[config.mk]
export PLATFORM = sky130hd
export DESIGN_NAME = mem_access_unit
export DESIGN_NICKNAME = d
export VERILOG_FILES = /design/src/rtl/mem_access_pkg.sv /design/src/rtl/lsu_lane_align.sv /design/src/rtl/mem_access_unit.sv
export SDC_FILE = /design/constraint.sdc
export NUM_CORES = 1
export LEC_CHECK = 0
export ABC_AREA = 1
export CAP_MARGIN = 15
export CORE_MARGIN = 4
export CORE_UTILIZATION = 54
export CTS_BUF_LIST = sky130_fd_sc_hd__clkbuf_8
export DETAILED_ROUTE_END_ITERATION = 16
export PLACE_DENSITY = 0.93
export SLEW_MARGIN = 20
export SYNTH_ARGS = -nofsm -noshare
export SYNTH_HDL_FRONTEND = slang
export SYNTH_SLANG_ARGS = --single-unit
[constraint.sdc]
create_clock -name clk -period 3.3 [get_ports clk]
set_input_delay 0.33 -clock clk [delete_from_list [all_inputs] [get_ports clk]]
set_output_delay 0.33 -clock clk [all_outputs]
set_load 0.005 [all_outputs]
[src/rtl/mem_access_pkg.sv]
// Shared types for the MEM-stage load/store unit: access sizes, FSM states,
// the latched request record and the accept-time fault check.
package mem_access_pkg;

    typedef enum logic [1:0] {
        SZ_BYTE = 2'b00,
        SZ_HALF = 2'b01,
        SZ_WORD = 2'b10,
        SZ_ILL  = 2'b11
    } access_size_t;

    typedef enum logic [2:0] {
        IDLE,
        LOAD,
        STORE_W,
        RMW_RD,
        RMW_WR
    } lsu_state_t;

    // Only the low 18 byte-address bits can address memory; the rest must be zero.
    typedef struct packed {
        access_size_t size;
        logic         sgn;
        logic [17:0]  addr;
        logic [31:0]  wdata;
        logic [4:0]   rd;
    } lsu_req_t;

    // Misalignment, illegal size, or an address outside the implemented memory.
    function automatic logic access_fault(access_size_t size, logic [31:0] addr,
                                          int unsigned mem_words);
        logic f;
        f = 1'b0;
        case (size)
            SZ_ILL:  f = 1'b1;
            SZ_HALF: f = addr[0];
            SZ_WORD: f = |addr[1:0];
            default: f = 1'b0;
        endcase
        if (|addr[31:18]) f = 1'b1;
        if (32'(addr[17:2]) >= mem_words) f = 1'b1;
        return f;
    endfunction

endpackage

[src/rtl/lsu_lane_align.sv]
// Little-endian lane steering: load extract/extend and sub-word store merge.
// Purely combinational.
module lsu_lane_align
    import mem_access_pkg::*;
(
    input  logic [31:0]  ld_word_i,
    input  logic [1:0]   ld_off_i,
    input  access_size_t ld_size_i,
    input  logic         ld_signed_i,
    output logic [31:0]  ld_data_o,
    input  logic [31:0]  st_old_i,
    input  logic [31:0]  st_wdata_i,
    input  logic [1:0]   st_off_i,
    input  access_size_t st_size_i,
    output logic [31:0]  st_word_o
);

    logic [7:0]  byte_sel;
    logic [15:0] half_sel;

    // Pick the addressed lane and zero/sign-extend it to a full word.
    always_comb begin
        byte_sel  = ld_word_i[{ld_off_i, 3'b000} +: 8];
        half_sel  = ld_off_i[1] ? ld_word_i[31:16] : ld_word_i[15:0];
        ld_data_o = ld_word_i;
        case (ld_size_i)
            SZ_BYTE: ld_data_o = {{24{ld_signed_i & byte_sel[7]}}, byte_sel};
            SZ_HALF: ld_data_o = {{16{ld_signed_i & half_sel[15]}}, half_sel};
            default: ld_data_o = ld_word_i;
        endcase
    end

    // Replace only the addressed lanes of the old word with the store data.
    always_comb begin
        st_word_o = st_old_i;
        case (st_size_i)
            SZ_BYTE: st_word_o[{st_off_i, 3'b000} +: 8] = st_wdata_i[7:0];
            SZ_HALF: begin
                if (st_off_i[1]) st_word_o[31:16] = st_wdata_i[15:0];
                else             st_word_o[15:0]  = st_wdata_i[15:0];
            end
            SZ_WORD: st_word_o = st_wdata_i;
            default: st_word_o = st_old_i;
        endcase
    end

endmodule

[src/rtl/mem_access_unit.sv]
// MEM-stage load/store initiator driving a single-port word memory.
// Sub-word stores use a read-modify-write pair of cycles.
// Optional macro MEM_ACCESS_UNIT_PERF_EN adds load/store/fault response counters.
module mem_access_unit
    import mem_access_pkg::*;
#(
    parameter int DATA_WIDTH = 32,
    parameter int MEM_WORDS  = 1024,
    parameter int ADDR_WIDTH = 16
) (
    input  logic                  clk,
    input  logic                  rst_n,
    input  logic                  req_valid,
    output logic                  req_ready,
    input  logic                  req_we,
    input  logic [1:0]            req_size,
    input  logic                  req_signed,
    input  logic [31:0]           req_addr,
    input  logic [DATA_WIDTH-1:0] req_wdata,
    input  logic [4:0]            req_rd,
    output logic                  resp_valid,
    output logic                  resp_fault,
    output logic [4:0]            resp_rd,
    output logic [DATA_WIDTH-1:0] resp_data,
    output logic                  mem_we,
    output logic [ADDR_WIDTH-1:0] mem_addr,
    output logic [DATA_WIDTH-1:0] mem_d,
    input  logic [DATA_WIDTH-1:0] mem_q,
    output logic                  busy
`ifdef MEM_ACCESS_UNIT_PERF_EN
    ,
    output logic [31:0]           perf_loads,
    output logic [31:0]           perf_stores,
    output logic [31:0]           perf_faults
`endif
);

    lsu_state_t   state_q, state_d;
    lsu_req_t     req_q, req_d;
    logic [31:0]  merge_q, merge_d;
    logic         resp_valid_q, resp_valid_d;
    logic         resp_fault_q, resp_fault_d;
    logic [4:0]   resp_rd_q, resp_rd_d;
    logic [31:0]  resp_data_q, resp_data_d;

    access_size_t req_size_e;
    logic         accept;
    logic         acc_fault;
    logic [31:0]  ld_data;
    logic [31:0]  st_word;

    assign req_size_e = access_size_t'(req_size);
    assign accept     = req_valid && req_ready;
    assign acc_fault  = access_fault(req_size_e, req_addr, MEM_WORDS);

    // The request register only changes on a good accept, so mem_addr holds in IDLE
    // and is not disturbed by faulting requests.
    assign mem_addr = ADDR_WIDTH'(req_q.addr[17:2]);

    lsu_lane_align u_align (
        .ld_word_i   (mem_q),
        .ld_off_i    (req_q.addr[1:0]),
        .ld_size_i   (req_q.size),
        .ld_signed_i (req_q.sgn),
        .ld_data_o   (ld_data),
        .st_old_i    (merge_q),
        .st_wdata_i  (req_q.wdata),
        .st_off_i    (req_q.addr[1:0]),
        .st_size_i   (req_q.size),
        .st_word_o   (st_word)
    );

    // FSM state register.
    always_ff @(posedge clk or negedge rst_n) begin
        if (!rst_n) state_q <= IDLE;
        else        state_q <= state_d;
    end

    // FSM next state: faults never leave IDLE.
    always_comb begin
        state_d = state_q;
        case (state_q)
            IDLE: begin
                if (accept && !acc_fault) begin
                    if (!req_we)                 state_d = LOAD;
                    else if (req_size_e == SZ_WORD) state_d = STORE_W;
                    else                         state_d = RMW_RD;
                end
            end
            RMW_RD:  state_d = RMW_WR;
            LOAD,
            STORE_W,
            RMW_WR:  state_d = IDLE;
            default: state_d = IDLE;
        endcase
    end

    // FSM outputs: write enable comes straight from state so reset kills it at once.
    always_comb begin
        req_ready = 1'b0;
        busy      = 1'b1;
        mem_we    = 1'b0;
        mem_d     = '0;
        case (state_q)
            IDLE: begin
                req_ready = 1'b1;
                busy      = 1'b0;
            end
            STORE_W: begin
                mem_we = 1'b1;
                mem_d  = req_q.wdata;
            end
            RMW_WR: begin
                mem_we = 1'b1;
                mem_d  = st_word;
            end
            default: ;
        endcase
    end

    // Datapath next values: request latch, RMW merge capture and response.
    always_comb begin
        req_d        = req_q;
        merge_d      = merge_q;
        resp_valid_d = 1'b0;
        resp_fault_d = 1'b0;
        resp_data_d  = '0;
        resp_rd_d    = resp_rd_q;

        if (accept && !acc_fault) begin
            req_d.size  = req_size_e;
            req_d.sgn   = req_signed;
            req_d.addr  = req_addr[17:0];
            req_d.wdata = req_wdata;
            req_d.rd    = req_rd;
        end

        if (accept && acc_fault) begin
            resp_valid_d = 1'b1;
            resp_fault_d = 1'b1;
            resp_rd_d    = req_rd;
        end

        case (state_q)
            LOAD: begin
                resp_valid_d = 1'b1;
                resp_data_d  = ld_data;
                resp_rd_d    = req_q.rd;
            end
            RMW_RD: merge_d = mem_q;
            STORE_W,
            RMW_WR: begin
                resp_valid_d = 1'b1;
                resp_rd_d    = req_q.rd;
            end
            default: ;
        endcase
    end

    // Datapath registers.
    always_ff @(posedge clk or negedge rst_n) begin
        if (!rst_n) begin
            req_q        <= '0;
            merge_q      <= '0;
            resp_valid_q <= 1'b0;
            resp_fault_q <= 1'b0;
            resp_rd_q    <= '0;
            resp_data_q  <= '0;
        end else begin
            req_q        <= req_d;
            merge_q      <= merge_d;
            resp_valid_q <= resp_valid_d;
            resp_fault_q <= resp_fault_d;
            resp_rd_q    <= resp_rd_d;
            resp_data_q  <= resp_data_d;
        end
    end

    assign resp_valid = resp_valid_q;
    assign resp_fault = resp_fault_q;
    assign resp_rd    = resp_rd_q;
    assign resp_data  = resp_data_q;

`ifdef MEM_ACCESS_UNIT_PERF_EN
    logic [31:0] perf_loads_q, perf_stores_q, perf_faults_q;

    // Response counters, bumped on the edge that registers the matching response.
    always_ff @(posedge clk or negedge rst_n) begin
        if (!rst_n) begin
            perf_loads_q  <= '0;
            perf_stores_q <= '0;
            perf_faults_q <= '0;
        end else begin
            if (state_q == LOAD)                         perf_loads_q  <= perf_loads_q + 32'd1;
            if (state_q == STORE_W || state_q == RMW_WR) perf_stores_q <= perf_stores_q + 32'd1;
            if (accept && acc_fault)                     perf_faults_q <= perf_faults_q + 32'd1;
        end
    end

    assign perf_loads  = perf_loads_q;
    assign perf_stores = perf_stores_q;
    assign perf_faults = perf_faults_q;
`endif

endmodule

* Word-level counts from Yosys, hierarchy flattened
Cells that the tools add are included.
Word-level totals: register bits 132, bits in latches 0, memory bits (writable) 0, ROM bits 0, bits of input ports 108, output and inout bits 90, logic and storage cells 61, memories 0
Cells by class: $add $sub $neg 1, $mul 0, divide/modulo/power cells 0, order comparisons 1, equality and inequality tests 10, shifts and indexed selects 3, muxes and demuxes 22, bitwise gates (word level) 2, reduce and logical (&&, ||, !) cells 11
Operators by type and width (number):
- one-hot mux 32 bit (2 select lines) | 2
- one-hot mux 32 bit (3 select lines) | 1
- two-way mux 16 bit | 3
- bitwise mux 32 bit | 1
- two-way mux 32 bit | 1
- variable shift 8 x 7 -> 32 bit (first input constant) | 1
- variable part select 32 x 6 -> 8 bit | 1
- variable part select 8 x 7 -> 32 bit | 1
- >= comparator 16 x 11 -> 1 bit (second input constant) | 1
- OR reduction 14 bit | 1
- two-way mux 5 bit | 2
- two-way mux 1 bit | 8
- negation 5 -> 7 bit | 1
- equality test 2 bit (second input constant) | 3
- equality test 3 x 2 -> 1 bit (second input constant) | 2
- one-hot mux 3 bit (2 select lines) | 1
- equality test 2 x 1 -> 1 bit (second input constant) | 2
- OR reduction 2 bit | 2
- equality test 3 x 1 -> 1 bit (second input constant) | 1
- equality test 3 bit (second input constant) | 1
- logical AND 1 bit | 3
- logical NOT 3 bit | 1
- two-way mux 3 bit | 1
- one-hot mux 1 bit (3 select lines) | 1
- 7 further kinds | 8

* Longest topological paths before layout
Gate-level depths: netlist of the first run.
depth after elaboration 8, depth in mapped cells 12, depth with buffers taken out 9

* Hierarchy
A second synthesis of the first run with hierarchy kept.
Second synthesis, totals: cells, all modules 1045, area total of the unflattened synthesis 7628.6 um2
Modules (own cells, without submodules):
- mem_access_unit | times used 1, cells an instance 611, area each 5410.2 um2, sequential area each 3303.2 um2
- lsu_lane_align | times used 1, cells an instance 434, area each 2218.4 um2, sequential area each 0.0 um2

* Worst setup path after synthesis of the first run
OpenSTA, ideal clock, no wires.
path type flip-flop to output port, from register req_q[37] in the netlist's numbering, to output port mem_d[10], data arrival time 1.867 ns, required time 2.970 ns, path slack 1.103 ns, stages on the path, launching flop included 12, buffers on the path 3, path through dfrtp_1 buf_4 inv_2 buf_2 ha_1 clkbuf_1 nand3_1 nor2_2 nand3_1 nand3_1 nand2_1 nand2_1
Between the ends: longest elaborated chain between the ends 5, elaborated cells on any way between the ends 6, those cells by class add/sub (1); shift (2); mux (3)
Ends and longest elaborated chain:
- from (decl) | line mem_access_unit.sv:39 | lsu_req_t req_q, req_d;
- from (signal assigned) | line mem_access_unit.sv:170 | req_q <= req_d;
- negation 5 -> 7 bit * | line lsu_lane_align.sv:37 | SZ_BYTE: st_word_o[{st_off_i, 3'b000} +: 8] = st_wdata_i[7:0];
- variable part select 8 x 7 -> 32 bit or variable shift 8 x 7 -> 32 bit (tied branches) | line lsu_lane_align.sv:37
- bitwise mux 32 bit * | line lsu_lane_align.sv:37
- one-hot mux 32 bit (3 select lines) * | line lsu_lane_align.sv:36 | case (st_size_i)
- one-hot mux 32 bit (2 select lines) * | line mem_access_unit.sv:104 | case (state_q)
- to (decl) | line mem_access_unit.sv:27 | output logic [DATA_WIDTH-1:0] mem_d,
Mark *: on every way between the ends. The rest lies on a longest branch, timed or not.

* Worst setup path after layout of the first run
from register req_q[57] in the netlist's numbering, to output port mem_d[14]
Between the ends: longest elaborated chain between the ends 3, elaborated cells on any way between the ends 5, those cells by class eq/ne (2); mux (2); reduce/logical (1)
Ends and longest elaborated chain (line):
- equality test 2 bit (tied with other cells) | lsu_lane_align.sv:36
- one-hot mux 32 bit (3 select lines) * | lsu_lane_align.sv:36
- one-hot mux 32 bit (2 select lines) * | mem_access_unit.sv:104
Marks and branches as above.

==> results.yml, run 1 <==
run_status:
  status: "finished, final reports clean"
cts:
  h-tree-depth: 4
  cts_tree: "built"
  cts_setup_buffers: 0
  clk_latency_ns: 0.45
  numCtsBuffers: 17
  cts.sinks: 132
  clk_path_buf_depth: 2
  clock-root-buffer: "clkbuf_8"
  clk_pin_slew_worst_paths_ns: 0.08
detailed_routing:
  drt_iter0_drc: 1050
  vias: 7346
  vias_per_cell: 5.425
  wl_per_cell_um: 16.98
  drt_pass1_iterations: 9
  wl_mm: 22.99
  drc: 0
  ant_nets: 0
power_and_ir_drop:
  power_mw: 3.355
  ir_drop_uv: 339.8
  p_per_area_nw_per_um2: 345.7
  power.leakage_nw: 4.807
final_layout:
  nFillCells: 1044
  drive_gt1_share_pct: 8.234
  fin_util_pct: 73.28
  seqCellArea_um2: 3304
  nets: 1278
  antenna_cells: 0
  multi_input_area_um2: 3324
  syn_to_final_growth_pct: 32.81
floorplan:
  fp.dieW_um: 124.3
  io_pins: 198
  fp.dieH_um: 124.3
  start_util_pct: 55.18
  die_area_um2: 15460
  core-area_um2: 13240
  rows: 42
place:
  place_congestion: 0.9562
  hpwlAfterDp_mm: 16.88
  place.port_buffers: 197
global_routing:
  antenna_found_initial: 0
  grt_max_degree: 67
  grtUsageTotal_pct: 29.84
  grt.overflow.total: 0
  grt_pass1_vias: 7199
  grt_pass1_wl_mm: 37.15
sta:
  min_period_ns: 3.061
  max_freq_ghz: 0.3267
  hold_violations: 0
  tightest_slew_ns: 0.8478
  rsz0062_at_grt: "false"
  worst_clock_skew_ns: 0.006043
  finalCritPeriodShare_pct: 92.76
  slew_headroom_pct: 43.40
  setup_viol: 0
  final.setup.tns_ns: 0
  drv_slew: 0
synthesis:
  syn_area_um2: 7307
  yosys_warnings: 0
  synth.avg_cell_area_um2: 7.336
  seq_area_frac_synth_pct: 45.21
  syn_nets: 1109
  ys_ff_latch: 132
  syn_inst: 996
  ys_types: 31
flow_run:
  maxCapViolations: 0
critical_path:
  worst-path-max-fanout: 16
  critPathKind: "flop to output port"
  endpoint_kind: "output port"
  cp.required_ns: 2.97
  cp-start-kind: "flop"
  worstPathArrival_ns: 2.73
min_path:
  hold_path_class: "input pin to flop"
routing by layer:
layer  vias to the layer above  track usage, %  part of all wire, %
met5                         -               0                    0
li1                       3464               -                    -
met2                       475           46.66                   45
met4                         0           12.77                  3.8
met1                      3330           37.55                   38
met3                        77           10.68                   12
flip-flops by register name, summed over array words and instances, names as in the netlist:
register / flops
req_q: 42
merge_q: 32
resp_data: 32
mem_addr: 16
resp_rd: 5
state_q: 3
resp_fault: 1
resp_valid: 1
layout by cell type, fill, tap and decap left out, types with 5 or more instances in the layout:
cell type and instances:
a21oi_1 30, and3_1 8, buf_4 13, clkbuf_8 18, clkdlybuf4s50_1 196, dfrtp_1 131, inv_1 75, inv_2 9
nand2_1 422, nand3_1 49, nor2_1 54, nor2_4 16, o211ai_1 20, o211ai_2 5, o21ai_0 81, o22ai_2 5
path summary, 6_finish.rpt:
kind | slack, ns | to | start | depth (start not counted)
setup / recovery | 0.24 | mem_d[14] | req_q[57] | 11
hold / removal | 0.41 | req_q[30] | req_wdata[25] | 3
setup reg to reg | 1.35 | req_q[37] | state_q[0] | 7
hold reg to reg | 0.49 | req_q[34] | req_q[34] | 2
max in group asynchronous | 1.90 | req_q[56] | rst_n | 3
min in group asynchronous | 0.54 | merge_q[14] | rst_n | 2
final cells by class:
class | instances | share of cell area, %
Clock inverter | 14 | 1.921
Timing Repair Buffer | 211 | 21.53
Clock buffer | 18 | 2.553
Sequential cell | 132 | 34.05
Tap cell | 176 | 2.269
Multi-Input combinational cell | 716 | 34.26
Inverter | 87 | 3.417
Yosys cell counts:
cell type,n,area [µm²]
a21oi_1,30,150.1
a31oi_1,4,25.02
and3_1,8,50.05
buf_12,1,20.02
buf_2,16,80.08
buf_4,18,135.1
buf_6,4,45.04
clkbuf_1,22,82.58
clkinv_1,2,7.510
dfrtp_1,132,3303
ha_1,5,62.56
inv_1,74,277.8
inv_2,9,33.78
inv_4,2,12.51
nand2_1,424,1592
nand2_2,1,6.260
nand2_4,2,22.52
nand3_1,49,245.2
nand3_2,2,20.02
nand3_4,1,17.52
nand4_1,1,6.260
nor2_1,54,202.7
nor2_2,2,12.51
nor2_4,15,168.9
nor3_2,1,10.01
o211ai_1,20,150.1
o211ai_2,5,62.56
o21ai_0,81,405.4
o21ai_1,4,20.02
o21ai_2,2,17.52
o22ai_2,5,62.56
stage by stage:
stage	cell area [µm²]	std cells	setup WS (ns)	hold WS (ns)
after CTS	9691	1354	0.09716	0.3913
final	9704	1354	0.2388	0.4077
after global placement	9246	1321	0.6071	0.4620
after floorplan	7307	996	1.103	0.03441
after global routing	9704	1354	0.007851	0.3959
after detailed placement	9246	1321	0.6036	0.4666
worst max-delay path: stages, from the launching register on:
cell	delay [ns]
dfrtp_1	0.40
buf_4	0.26
nand2_1	0.08
buf_4	0.20
inv_2	0.19
nor2_1	0.12
o21ai_2	0.18
nand2_1	0.13
nand3_1	0.10
nand2_1	0.05
nand2_1	0.08
clkdlybuf4s50_1	0.51
report_power, final:
part	switching, mW	internal, mW
Clock	0.646	0.837
Sequential	0.00416	1.62
Combinational	0.106	0.139
Total	0.756	2.60
cells by family (layout without fill, tap and decap cells):
family	count (synthesis)	in the layout	synth area share, %
adders and majority gates	5	5	0.8562
AOI/OAI and AO/OA	151	151	12.23
and+or+nand+nor	560	560	32.21
DFF	132	132	45.21
buffers and inverters	148	330	9.503
what timing repair did:
item	in CTS	in global routing
hold endpoints to repair	2	0
gates resized for setup	0	5
hold buffers	1	0
setup endpoints to repair	0	21
Note: power is estimated with default switching activity, not from simulation.
==> inputs of run 2 (changes only) <==
--- a/config.mk
+++ b/config.mk
@@ -16,3 +16,4 @@
 export SYNTH_ARGS = -nofsm -noshare
 export SYNTH_HDL_FRONTEND = slang
 export SYNTH_SLANG_ARGS = --single-unit
+export TNS_END_PERCENT = 50
==> results of run 2 <==
Final layout, timing and power as in run 1 (identical DEF).
==> edit (flow settings as in run 2) <==
Build with the macro `MEM_ACCESS_UNIT_PERF_EN` defined.
--- a/src/rtl/mem_access_unit.sv
+++ b/src/rtl/mem_access_unit.sv
@@ -1,6 +1,8 @@
 // MEM-stage load/store initiator driving a single-port word memory.
 // Sub-word stores use a read-modify-write pair of cycles.
 // Optional macro MEM_ACCESS_UNIT_PERF_EN adds load/store/fault response counters.
+`define MEM_ACCESS_UNIT_PERF_EN
+
 module mem_access_unit
     import mem_access_pkg::*;
 #(
Behaviour (old outputs only; new: perf_faults, perf_loads and perf_stores): unchanged (Yosys induction, for registers that start in step).
==> edit against run 2 <==
- utilization shrank 1.0 points
- fmax fell by 3.9%
- power is 89% higher
- sequential cell count rose by 96
- first-iteration DRC count rose by 21%
- via count up 77%
- worst setup slack got worse by 130 ps
- count of clock-buffer cells in the layout grew 32
- design area up 74%
- synthesized area rose by 76%
- routed wire length is 75% higher
==> edit: results (changes against run 2) <==
| Metric | Value |
|---|---|
| Status | finished, final reports clean (unchanged) |
| Register area share after synthesis | 44.47% (was 45.21%) |
| Htree depth | 2 (was 4) |
| Post-synth cell types | 36 (was 31) |
| Worst hold path startpoint | req_wdata[27] (was req_wdata[25]) |
| Crit-path max FO | 12 (was 16) |
| Clk buf depth | 3 (was 2) |
| Largest net degree at the start of global routing | 82 (was 67) |
| DRT Pass-1 Iters | 5 (was 9) |
| Placeable Area | 0.02340 mm2 (was 0.01324 mm2) |
| Initial antenna violation count | 2 (was 0) |
| Worst-case vdd ir drop | 288.0 uV (was 339.8 uV) |
| Post-synth top cells | nand2_1, dfrtp_1, nor2_1, inv_1, o21ai_0 (was nand2_1, dfrtp_1, o21ai_0, inv_1, nor2_1) |
| Inserted Clock Buffers | 41 (was 17) |
| Syn_nets | 1,917 (was 1,109) |
| Layout cells sized above 1 | 6.748% (was 8.234%) |
| Via density | 5.344 (was 5.425) |
| DR iter-0 viols | 1,269 (was 1,050) |
| Critical Path Start | req_q[56] (was req_q[57]) |
| Sw Share | 23.95% (was 22.54%) |
| Largest stage delay, worst path | 570 ps (was 510 ps) |
| Final GP Congestion | 0.9943 (was 0.9562) |
| Reg clk slew, reported paths | 60 ps (was 80 ps) |
| Reg2Reg Launch Point | state_q[2] (was state_q[0]) |
| Worst-Margin Slew | 674.8 ps (was 847.8 ps) |
| Leak pwr | 0.008128 uW (was 0.004807 uW) |
| Post-DP HPWL | 29,690 um (was 16,880 um) |
| Final nets | 2,207 (was 1,278) |
| Clk Latency, worst-skew pair | 540 ps (was 450 ps) |
| Vias in the first global route | 12,920 (was 7,199) |
[edit: worst min-delay path: stages]
cell and delay, ps:
clkdlybuf4s50_1 390, nand2_1 60, nand2_1 40
[edit: area by class of cell]
| type | instances | area [um2] |
|---|---|---|
| antenna | 1 | 2.502 |
| clock buffer | 50 | 688.2 |
| clock inverter | 21 | 197.7 |
| fill | 1913 | 6495 |
| inverter | 148 | 564.3 |
| multi-input combinational | 1355 | 6191 |
| sequential | 228 | 5707 |
| tap | 319 | 399.1 |
| timing repair buffer | 317 | 3158 |
[edit: path summary, 6_finish.rpt]
kind | to | slack (ps) | cells after the start
setup / recovery | mem_d[1] | 110 | 8
hold / removal | req_q[32] | 320 | 3
setup reg to reg | perf_loads[24] | 1030 | 8
hold reg to reg | mem_addr[7] | 480 | 2
max in group asynchronous | perf_stores[19] | 2070 | 3
min in group asynchronous | mem_addr[10] | 350 | 2
[edit: cells by family after synthesis]
logic type                 after synthesis  synth area share, %
DFF                                    228                44.47
buffers and inverters                  218                7.481
xor gates and xnor gates                53                3.618
adders and majority gates                8               0.7803
AOI/OAI and AO/OA                      180                7.920
and+or+nand+nor                       1114                35.73
[edit: power by group through the flow]
stage	registers [uW]	clock network, uW	logic [uW]
2_1_floorplan	2960	0	156
3_3_place_gp	2970	0	509
3_5_place_dp	2980	0	524
4_1_cts	2930	2910	532
5_1_grt	2940	3040	577
6_report	2930	2870	528
[edit: layer usage]
metal	track usage [%]	up-vias	share of wire [%]	wire length, um
met5	0.3788	-	0.032	13
met4	12.88	2	4.5	1793
met3	6.039	147	8.6	3449
met2	50.72	632	48	19480
met1	37.72	6030	39	15550
li1	-	6224	-	-
[edit: through the flow]
stage	area (um2)	cells	setup WS, ps
final	16910	2439	113.8
after global routing	16910	2439	18.55
after CTS	16870	2438	2.712
after detailed placement	15970	2366	459.0
after global placement	15970	2366	593.1
after floorplan	12830	1801	967.6
[edit: what timing repair did]
item | 4_1_cts | 5_1_grt
setup endpoints to repair | 4 | 26
pin swaps | 0 | 0
endpoints found under the hold margin | 78 | 0
gates resized for setup | 1 | 11
hold buffers | 1 | 0
